==> src/rtl/pipelined_adder_pkg.sv <==
// Shared constants and helpers for the pipelined adder/subtractor.
package adder_pkg;

    localparam int DEF_WIDTH  = 16;
    localparam int DEF_STAGES = 4;

    // Width of one carry-chained slice.
    function automatic int chunk_w(input int width, input int stages);
        return width / stages;
    endfunction

    // Legal configuration: slices tile the word exactly and each is at least 1 bit.
    function automatic bit cfg_ok(input int width, input int stages);
        return (stages >= 1) && (stages <= width) && ((width % stages) == 0);
    endfunction

endpackage

==> src/rtl/pipelined_adder_if.sv <==
// Operand/result stream with valid/ready handshake on both sides.
interface pipelined_adder_if
    import adder_pkg::*;
#(
    parameter int WIDTH = DEF_WIDTH
);
    logic             in_valid;
    logic             in_ready;
    logic [WIDTH-1:0] a;
    logic [WIDTH-1:0] b;
    logic             cin;
    logic             sub;
    logic             out_valid;
    logic             out_ready;
    logic [WIDTH-1:0] sum;
    logic             carry;
    logic             overflow;

    modport master (
        output in_valid, a, b, cin, sub, out_ready,
        input  in_ready, out_valid, sum, carry, overflow
    );

    modport slave (
        input  in_valid, a, b, cin, sub, out_ready,
        output in_ready, out_valid, sum, carry, overflow
    );
endinterface

==> src/rtl/pipelined_adder_slice.sv <==
// Combinational CHUNK-bit ripple-carry chain; one per pipeline stage.
module adder_slice #(
    parameter int CHUNK = 4
) (
    input  logic [CHUNK-1:0] a,
    input  logic [CHUNK-1:0] b,
    input  logic             cin,
    output logic [CHUNK-1:0] sum,
    output logic             cout,
    output logic             c_msb
);
    // Ripple the carry bit by bit; c_msb taps the carry entering the top bit.
    always_comb begin
        logic c;
        sum   = '0;
        c_msb = 1'b0;
        c     = cin;
        for (int i = 0; i < CHUNK; i++) begin
            if (i == CHUNK - 1) c_msb = c;
            sum[i] = a[i] ^ b[i] ^ c;
            c      = (a[i] & b[i]) | (a[i] & c) | (b[i] & c);
        end
        cout = c;
    end
endmodule

==> src/rtl/pipelined_adder.sv <==
// Pipelined adder/subtractor: STAGES carry-chained slices with operand skew,
// result deskew and a global-enable valid/ready pipeline.
module pipelined_adder
    import adder_pkg::*;
#(
    parameter int WIDTH  = DEF_WIDTH,
    parameter int STAGES = DEF_STAGES
) (
    input  logic             clk,
    input  logic             rst,
    pipelined_adder_if.slave bus
);
    localparam int CHUNK = chunk_w(WIDTH, STAGES);

    if (!cfg_ok(WIDTH, STAGES)) begin : g_cfg_err
        $error("pipelined_adder: need 1 <= STAGES <= WIDTH and WIDTH %% STAGES == 0");
    end

    logic             en;
    logic [WIDTH-1:0] b_eff;
    logic             c_eff;
    logic [STAGES:1]  vld_pipe_q;
    logic             ovf_q;

    // Whole pipe moves together unless the output beat is stuck.
    assign en           = ~vld_pipe_q[STAGES] | bus.out_ready;
    assign bus.in_ready = en;

    // Subtract is a + ~b + ~cin, so borrow-in becomes an inverted carry-in.
    assign b_eff = bus.b ^ {WIDTH{bus.sub}};
    assign c_eff = bus.cin ^ bus.sub;

    // Valid shift register; bubbles enter whenever in_valid is low.
    always_ff @(posedge clk or posedge rst) begin
        if (rst) begin
            vld_pipe_q <= '0;
        end else if (en) begin
            vld_pipe_q[1] <= bus.in_valid;
            for (int k = 2; k <= STAGES; k++) vld_pipe_q[k] <= vld_pipe_q[k-1];
        end
    end

    for (genvar s = 0; s < STAGES; s++) begin : g_st
        localparam int REM  = (STAGES - 1 - s) * CHUNK;   // operand bits still pending
        localparam int DONE = (s + 1) * CHUNK;            // result bits produced so far

        logic [CHUNK-1:0] sl_a, sl_b, sl_sum;
        logic             sl_cin, sl_cout, sl_cmsb;
        logic [DONE-1:0]  res_d, res_q;
        logic             cy_q;

        adder_slice #(.CHUNK(CHUNK)) u_slice (
            .a    (sl_a),
            .b    (sl_b),
            .cin  (sl_cin),
            .sum  (sl_sum),
            .cout (sl_cout),
            .c_msb(sl_cmsb)
        );

        if (s == 0) begin : g_src
            assign sl_a   = bus.a[CHUNK-1:0];
            assign sl_b   = b_eff[CHUNK-1:0];
            assign sl_cin = c_eff;
            assign res_d  = sl_sum;
        end else begin : g_src
            assign sl_a   = g_st[s-1].g_skew.opa_q[CHUNK-1:0];
            assign sl_b   = g_st[s-1].g_skew.opb_q[CHUNK-1:0];
            assign sl_cin = g_st[s-1].cy_q;
            assign res_d  = {sl_sum, g_st[s-1].res_q};
        end

        // Skew: upper operand chunks wait here until their slice's turn.
        if (s < STAGES - 1) begin : g_skew
            logic [REM-1:0] opa_d, opb_d, opa_q, opb_q;
            if (s == 0) begin : g_in
                assign opa_d = bus.a[WIDTH-1:CHUNK];
                assign opb_d = b_eff[WIDTH-1:CHUNK];
            end else begin : g_in
                assign opa_d = g_st[s-1].g_skew.opa_q[REM+CHUNK-1:CHUNK];
                assign opb_d = g_st[s-1].g_skew.opb_q[REM+CHUNK-1:CHUNK];
            end

            // Pending operand chunks advance with the beat.
            always_ff @(posedge clk or posedge rst) begin
                if (rst) begin
                    opa_q <= '0;
                    opb_q <= '0;
                end else if (en) begin
                    opa_q <= opa_d;
                    opb_q <= opb_d;
                end
            end
        end

        // Deskew: finished low chunks ride along with the stage's new chunk and carry.
        always_ff @(posedge clk or posedge rst) begin
            if (rst) begin
                res_q <= '0;
                cy_q  <= 1'b0;
            end else if (en) begin
                res_q <= res_d;
                cy_q  <= sl_cout;
            end
        end

        if (s == STAGES - 1) begin : g_ovf
            // Signed overflow: carry into MSB differs from carry out of MSB.
            always_ff @(posedge clk or posedge rst) begin
                if (rst)     ovf_q <= 1'b0;
                else if (en) ovf_q <= sl_cmsb ^ sl_cout;
            end
        end
    end

    assign bus.out_valid = vld_pipe_q[STAGES];
    assign bus.sum       = g_st[STAGES-1].res_q;
    assign bus.carry     = g_st[STAGES-1].cy_q;
    assign bus.overflow  = ovf_q;

endmodule

==> src/flat_wrapper.sv <==
// flat-port wrapper written by rule: the top's interface ports become plain ports
module pipelined_adder_flat import adder_pkg::*;
#(
    parameter int WIDTH  = DEF_WIDTH,
    parameter int STAGES = DEF_STAGES
)
  (clk, rst, bus_in_valid, bus_a, bus_b, bus_cin, bus_sub, bus_out_ready, bus_in_ready, bus_out_valid, bus_sum, bus_carry, bus_overflow);
  pipelined_adder_if #(.WIDTH(WIDTH)) bus_i ();
  input  logic clk;
  input  logic rst;
  input wire logic [$bits(bus_i.in_valid)-1:0] bus_in_valid;
  input wire logic [$bits(bus_i.a)-1:0] bus_a;
  input wire logic [$bits(bus_i.b)-1:0] bus_b;
  input wire logic [$bits(bus_i.cin)-1:0] bus_cin;
  input wire logic [$bits(bus_i.sub)-1:0] bus_sub;
  input wire logic [$bits(bus_i.out_ready)-1:0] bus_out_ready;
  output wire logic [$bits(bus_i.in_ready)-1:0] bus_in_ready;
  output wire logic [$bits(bus_i.out_valid)-1:0] bus_out_valid;
  output wire logic [$bits(bus_i.sum)-1:0] bus_sum;
  output wire logic [$bits(bus_i.carry)-1:0] bus_carry;
  output wire logic [$bits(bus_i.overflow)-1:0] bus_overflow;
  assign bus_i.in_valid = bus_in_valid;
  assign bus_i.a = bus_a;
  assign bus_i.b = bus_b;
  assign bus_i.cin = bus_cin;
  assign bus_i.sub = bus_sub;
  assign bus_i.out_ready = bus_out_ready;
  assign bus_in_ready = bus_i.in_ready;
  assign bus_out_valid = bus_i.out_valid;
  assign bus_sum = bus_i.sum;
  assign bus_carry = bus_i.carry;
  assign bus_overflow = bus_i.overflow;
  pipelined_adder #(.WIDTH(WIDTH), .STAGES(STAGES)) u_core (.clk(clk), .rst(rst), .bus(bus_i));
endmodule
==> config.mk <==
export PLATFORM = sky130hd
export DESIGN_NAME = pipelined_adder_flat
export DESIGN_NICKNAME = d
export VERILOG_FILES = /design/src/rtl/pipelined_adder_pkg.sv /design/src/rtl/pipelined_adder_if.sv /design/src/rtl/pipelined_adder_slice.sv /design/src/rtl/pipelined_adder.sv /design/src/flat_wrapper.sv
export SDC_FILE = /design/constraint.sdc
export NUM_CORES = 1
export LEC_CHECK = 0
export CAP_MARGIN = 20
export CORE_MARGIN = 10
export CORE_UTILIZATION = 54
export DETAILED_ROUTE_END_ITERATION = 16
export PLACE_DENSITY = 0.85
export SETUP_SLACK_MARGIN = 0.05
export SLEW_MARGIN = 20
export SYNTH_ARGS = -nofsm -noshare
export SYNTH_HDL_FRONTEND = slang
export SYNTH_SLANG_ARGS = --single-unit
==> constraint.sdc <==
create_clock -name clk -period 3.8 [get_ports clk]
set_input_delay 0.38 -clock clk [delete_from_list [all_inputs] [get_ports clk]]
set_output_delay 0.38 -clock clk [all_outputs]
set_load 0.02 [all_outputs]
==> out/metrics.yaml, run 1 <==
ff2ff_path_depth: 9
yosysWarnings: 0
die_area_mm2: 0.0118
drt_pass1_iterations: 4
clock_tree.root_cell: "clkbuf_8"
ios: 58
die_h_um: 108
syn2layout_area_growth_pct: 20.6
outcome: "finished, final reports clean"
synth_top_flop_cell: "dfrtp_1"
clockBufferDepth: 2
nets: 389
drtAntennaViolNets: 0
finalClockSkew_ps: 11.7
synth_compound_area_share_pct: 0.948
ys_seq_elements: 97
grt.total_usage_pct: 13.3
start_kind: "input port"
crit_top_cell: "fa_1"
muxShareOfSynthArea_pct: 23.9
grt_max_degree: 98
worstSetupPathType: "in -> reg"
path_delay_family: "adder cells"
worst_skew_pair.late_latency_ps: 350
rows: 32
final_hold_viol_count: 0
place_congestion: 0.694
start_util_pct: 55.2
cts_tree: "built"
drv_slew: 0
synth_common_cells: "dfrtp_1, mux2_2, inv_1, fa_1, xor2_1"
grt_pass1_vias: 2473
cts_buffers: 9
cts_hold_buf: 0
cp_data_arrival_time_ps: 3010
viasPerCell: 5.05
num_vias: 2233
place_ws_ps: 632
ir_worst_vdd_mv: 0.434
synth_area_leader_cell: "dfrtp_1"
synth-edff-count: 0
ys_seq_area_share_pct: 57.5
wl_per_cell_um: 16.7
drt_iter0_drc: 80
synth_nets: 330
setup_viol: 0
cap_violations: 0
antenna_found_initial: 0
synth_fa_ha_area_share_pct: 7.59
clock-sinks: 97
netlist_area_mm2: 0.00422
cts_max_level: 3
post-route-period-util_pct: 73.1
synth_most_common_cell: "dfrtp_1"
hold_path.class: "in -> async"
p_per_area_mw_per_mm2: 776
rsz0062_at_grt: "no"
ys_async_sr_fraction_pct: 100
synthSimpleGateAreaFrac_pct: 1.90
ys_types: 14
clk_pin_slew_ps: 90
synth_top_family_by_area: "multiplexers"
cpMaxStageDelayCell: "clkdlybuf4s50_1"
drive_above_1_share_pct: 31.5
crit_chain: "clkdlybuf4s50_1 -> xor2_1 -> fa_1 -> fa_1 -> inv_1 -> fa_1 -> inv_1 -> fa_1 -> mux2_2"
worst_slew_pin_slew_ps: 540
worst-path-stages: 9
cts_resized: 0
path_max_fanout: 4
critPathCaptureType: "register"
post-synth-top-area-fraction_pct: 57.5
max_stage_delay_ps: 590
min_period_ps: 2780
grt-ovfl-total: 0
io_buffers: 57
syn_avg_cell_area_um2: 15.3
slew_headroom_pct: 64.0
crit_required_ps: 4040
drc_errors: 0
crit_buf_inv: 3
r2r_slack_ps: 1400
setup_ws_ps: 1020
netlist_top_cells_area: "dfrtp_1, mux2_2, fa_1"
post-cts-setup-buffer-count: 0
syn_inst: 276
grt_pass1_wl_um: 12200
max_freq_mhz: 360
synth_xor_xnor_area_share_pct: 3.73
diodes: 0
die_w_um: 108
leakage_nw: 2.22
num-fill-cells: 567
final_area_mm2: 0.00509
setup-tns-final_ps: 0
p_total_mw: 3.95
wl_um: 7400
placed_area_mm2: 0.00487
core_area_mm2: 0.00765
dp_hpwl_um: 5130
==> routing by layer <==
layer	wire length, um	GRT usage, %	part of all wire [%]	vias to the layer above
met5	0	0	0	-
met4	92	5.08	1.2	0
met3	346	3.27	4.7	9
met2	3730	21.7	50	46
met1	3230	16.7	44	1145
li1	-	-	-	1033
==> layout make-up <==
| type | count | area, um^2 | area share [%] |
|---|---|---|---|
| timing repair buffer | 62 | 641 | 12.6 |
| sequential | 97 | 2430 | 47.7 |
| multi-input combinational | 140 | 1610 | 31.5 |
| clock inverter | 7 | 71.3 | 1.40 |
| clock buffer | 9 | 124 | 2.43 |
| inverter | 25 | 96.3 | 1.89 |
| tap | 102 | 128 | 2.51 |
==> worst paths after layout <==
path | startpoint | to
max | bus_sub | u_core.g_st[0].res_q[3]$_DFFE_PP0P_
min | rst | u_core.bus.sum[1]$_DFFE_PP0P_
min in group clk | u_core.vld_pipe_q[3]$_DFFE_PP0P_ | u_core.vld_pipe_q[4]$_DFFE_PP0P_
max in group asynchronous | rst | u_core.g_st[0].g_skew.opb_q[7]$_DFFE_PP0P_
max reg2reg | u_core.g_st[2].g_skew.opb_q[0]$_DFFE_PP0P_ | u_core.bus.overflow$_DFFE_PP0P_
min reg2reg | u_core.vld_pipe_q[3]$_DFFE_PP0P_ | u_core.vld_pipe_q[4]$_DFFE_PP0P_
==> cells in the final DEF, fill, tap and decap left out, drive strengths merged, types with 5 or more instances in the layout <==
master and n:
xor2 14, buf 5, fa 16, a21oi 8, clkdlybuf4s50 57, mux2 84, nor3b 8, inv 25
dfrtp 97, clkbuf 9
==> through the flow <==
step           cells  hold WS, ps  utilization, %
2_1_floorplan    276          430               -
3_3_place_gp     425          444            63.7
3_5_place_dp     425          459            63.7
4_1_cts          441          484            66.2
5_1_grt          442          386            66.6
6_report         442          375            66.6
==> state kept, by name, summed over array words and instances (netlist names) <==
| register | cells |
|---|---|
| u_core.g_st.g_skew.opa_q | 24 |
| u_core.g_st.g_skew.opb_q | 24 |
| u_core.g_st.res_q | 24 |
| u_core.bus.sum | 16 |
| u_core.vld_pipe_q | 4 |
| u_core.g_st.cy_q | 3 |
| u_core.bus.carry | 1 |
| u_core.bus.overflow | 1 |
==> power breakdown <==
part	total [mW]	internal, mW	switching (mW)
Clock	0.650	0.303	0.347
Combinational	1.54	0.879	0.666
Sequential	1.76	1.50	0.260
Total	3.95	2.68	1.27
==> kinds of logic after synthesis <==
family	Yosys count
AOI/OAI and AO/OA	8
xor gates and xnor gates	18
adders and majority gates	16
buffers and inverters	39
DFF	97
muxes	88
and+or+nand+nor	10
No activity file was read; power rests on OpenSTA's default activity.
==> run 2, diff against run 1 <==
==> constraint.sdc (replaced) <==
create_clock -name clk -period 2.9 [get_ports clk]
set_input_delay 0.29 -clock clk [delete_from_list [all_inputs] [get_ports clk]]
set_output_delay 0.29 -clock clk [all_outputs]
set_load 0.02 [all_outputs]
==> run 2 against run 1 <==
Compared with the run above: global-route usage fell by 0.059 points; register-to-register slack got worse by 910 ps; first-iteration DRC count fell by 51%; cell count rose by 0.45%; worst hold slack improved by 25 ps; design area rose by 0.59%; sequential share of layout area fell by 0.28 points; clock skew barely moved; combinational power rose by 30%; via count fell by 0.85%; critical endpoint unchanged; highest routed layer unchanged.
==> out/metrics.yaml, run 2 (synthesis results as in run 1) <==
outcome: "finished, final reports clean"  # unchanged
drt_pass1_iterations: 4  # unchanged
drtAntennaViolNets: 0  # unchanged
post-route-util_pct: 67.0  # was 66.6%
num_vias: 2214  # was 2,233
rows: 32  # unchanged
r2r-start: "u_core.g_st[2].g_skew.opb_q[0]$_DFFE_PP0P_"  # unchanged
wl_um: 7300  # was 7400 um
rsz0062_at_grt: "no"  # unchanged
die_area_mm2: 0.0118  # unchanged
path_max_fanout: 3  # was 4
worst_skew_pair.late_latency_ps: 350  # about the same
clockBufferDepth: 2  # unchanged
leakage_nw: 2.24  # was 2.22 nW
max_freq_mhz: 389
worst_slew_pin_slew_ps: 693  # was 540 ps
grt_pass1_vias: 2505  # was 2,473
layout_commonest_cell: "dfrtp_1"  # unchanged
ir_worst_vdd_mv: 0.582  # was 0.434 mV
drt_iter0_drc: 39  # was 80
min_period_ps: 2570
grt-ovfl-total: 0  # unchanged
dp_hpwl_um: 5120  # was 5130 um
drc_errors: 0  # unchanged
grt_max_degree: 56  # was 98
worstSetupPathType: "in -> reg"  # unchanged
setup_viol: 0  # unchanged
clock_tree.root_cell: "clkbuf_8"  # unchanged
cts_hold_buf: 0  # unchanged
ios: 58  # unchanged
antenna_found_initial: 0  # unchanged
finalClockSkew_ps: 11.6  # was 11.7 ps
r2r_slack_ps: 490  # was 1400 ps
syn2layout_area_growth_pct: 21.3  # was 20.6%
die_h_um: 108  # unchanged
final_hold_viol_count: 0  # unchanged
slew_headroom_pct: 53.8  # was 64.0%
post-cts-setup-buffer-count: 0  # unchanged
post-route-period-util_pct: 88.6
cp_data_arrival_time_ps: 2800  # was 3010 ps
cts_buffers: 9  # unchanged
grt.total_usage_pct: 13.2  # was 13.3%
die_w_um: 108  # unchanged
dp_cells: 428  # was 425
ff2ff_path_depth: 9  # unchanged
hold_slack_ps: 400  # was 375 ps
drv_slew: 0  # unchanged
drive_above_1_share_pct: 31.6  # was 31.5%
start_kind: "input port"  # unchanged
io_buffers: 57  # unchanged
nets: 391  # was 389
top_regs: "u_core.g_st.g_skew.opa_q (24), u_core.g_st.g_skew.opb_q (24), u_core.g_st.res_q (24)"  # unchanged
clk_pin_slew_ps: 90  # about the same
place_congestion: 0.723  # was 0.694
diodes: 0  # unchanged
layout_common_cells: "dfrtp_1, mux2_2, clkdlybuf4s50_1"  # unchanged
core_area_mm2: 0.00765  # unchanged
rr_endpoint: "u_core.bus.overflow$_DFFE_PP0P_"  # unchanged
critPathCaptureType: "register"  # unchanged
instances_no_fill: 444  # was 442
viasPerCell: 4.99  # was 5.05
p_total_mw: 5.28  # was 3.95 mW
cap_violations: 0  # unchanged
cts_resized: 0  # unchanged
grt_pass1_wl_um: 12200  # about the same
p_per_area_mw_per_mm2: 1030  # was 776 mW/mm^2
wl_per_cell_um: 16.4  # was 16.7 um
hold_path.class: "in -> async"  # unchanged
start_util_pct: 55.2  # unchanged
clock-sinks: 97  # unchanged
cts_tree: "built"  # unchanged
crit_required_ps: 3130  # was 4040 ps
cts_max_level: 3  # unchanged
run 2: through the flow:
stage / setup slack [ps] / setup TNS (ps) / instance area, um^2
detailed placement: -58.4 / -58.4 / 4890
floorplan: 76.3 / 0 / 4220
CTS: 318 / 0 / 5120
finish: 330 / 0 / 5120
global placement: 16.6 / 0 / 4890
global route: 252 / 0 / 5120
run 2: metal layers:
| metal | share of wire (%) | vias to the layer above | GRT usage [%] |
|---|---|---|---|
| met4 | 1.5 | 0 | 5.37 |
| met5 | 0 | - | 0 |
| met1 | 45 | 1131 | 16.5 |
| met2 | 49 | 43 | 21.8 |
| li1 | - | 1030 | - |
| met3 | 4.7 | 10 | 3.09 |
run 2: layout make-up:
type / count / area, um^2
Fill cell: 539 / 2520
Sequential cell: 97 / 2430
Multi-Input combinational cell: 140 / 1610
Timing Repair Buffer: 64 / 636
Clock buffer: 12 / 155
Tap cell: 102 / 128
Inverter: 25 / 96.3
Clock inverter: 4 / 75.1
run 2: critical path: stages:
cell and delay (ps):
clkdlybuf4s50_1 410, buf_4 160, xor2_1 170, fa_1 410, fa_1 380, inv_1 80
fa_1 150, inv_1 50, fa_1 430, mux2_2 270
run 2: where the power goes:
part	switching, mW	leakage [nW]	total [mW]	internal [mW]
sequential	0.339	1.12	2.30	1.97
combinational	0.863	1.01	2.00	1.14
clock	0.440	0.109	0.973	0.533
total	1.64	2.24	5.28	3.64
run 2: worst max-delay path by stage:
stage	start	end	slack, ps	depth (start not counted)
6_report	bus_sub	u_core.g_st[0].res_q[3]$_DFFE_PP0P_	330	10
5_1_grt	bus_sub	u_core.g_st[0].res_q[3]$_DFFE_PP0P_	250	10
4_1_cts	bus_sub	u_core.g_st[0].res_q[3]$_DFFE_PP0P_	320	10
3_5_place_dp	bus_sub	u_core.g_st[0].res_q[3]$_DFFE_PP0P_	-60	10
3_3_place_gp	bus_sub	u_core.g_st[0].res_q[3]$_DFFE_PP0P_	20	10
2_1_floorplan	rst	u_core.bus.carry$_DFFE_PP0P_	80	1
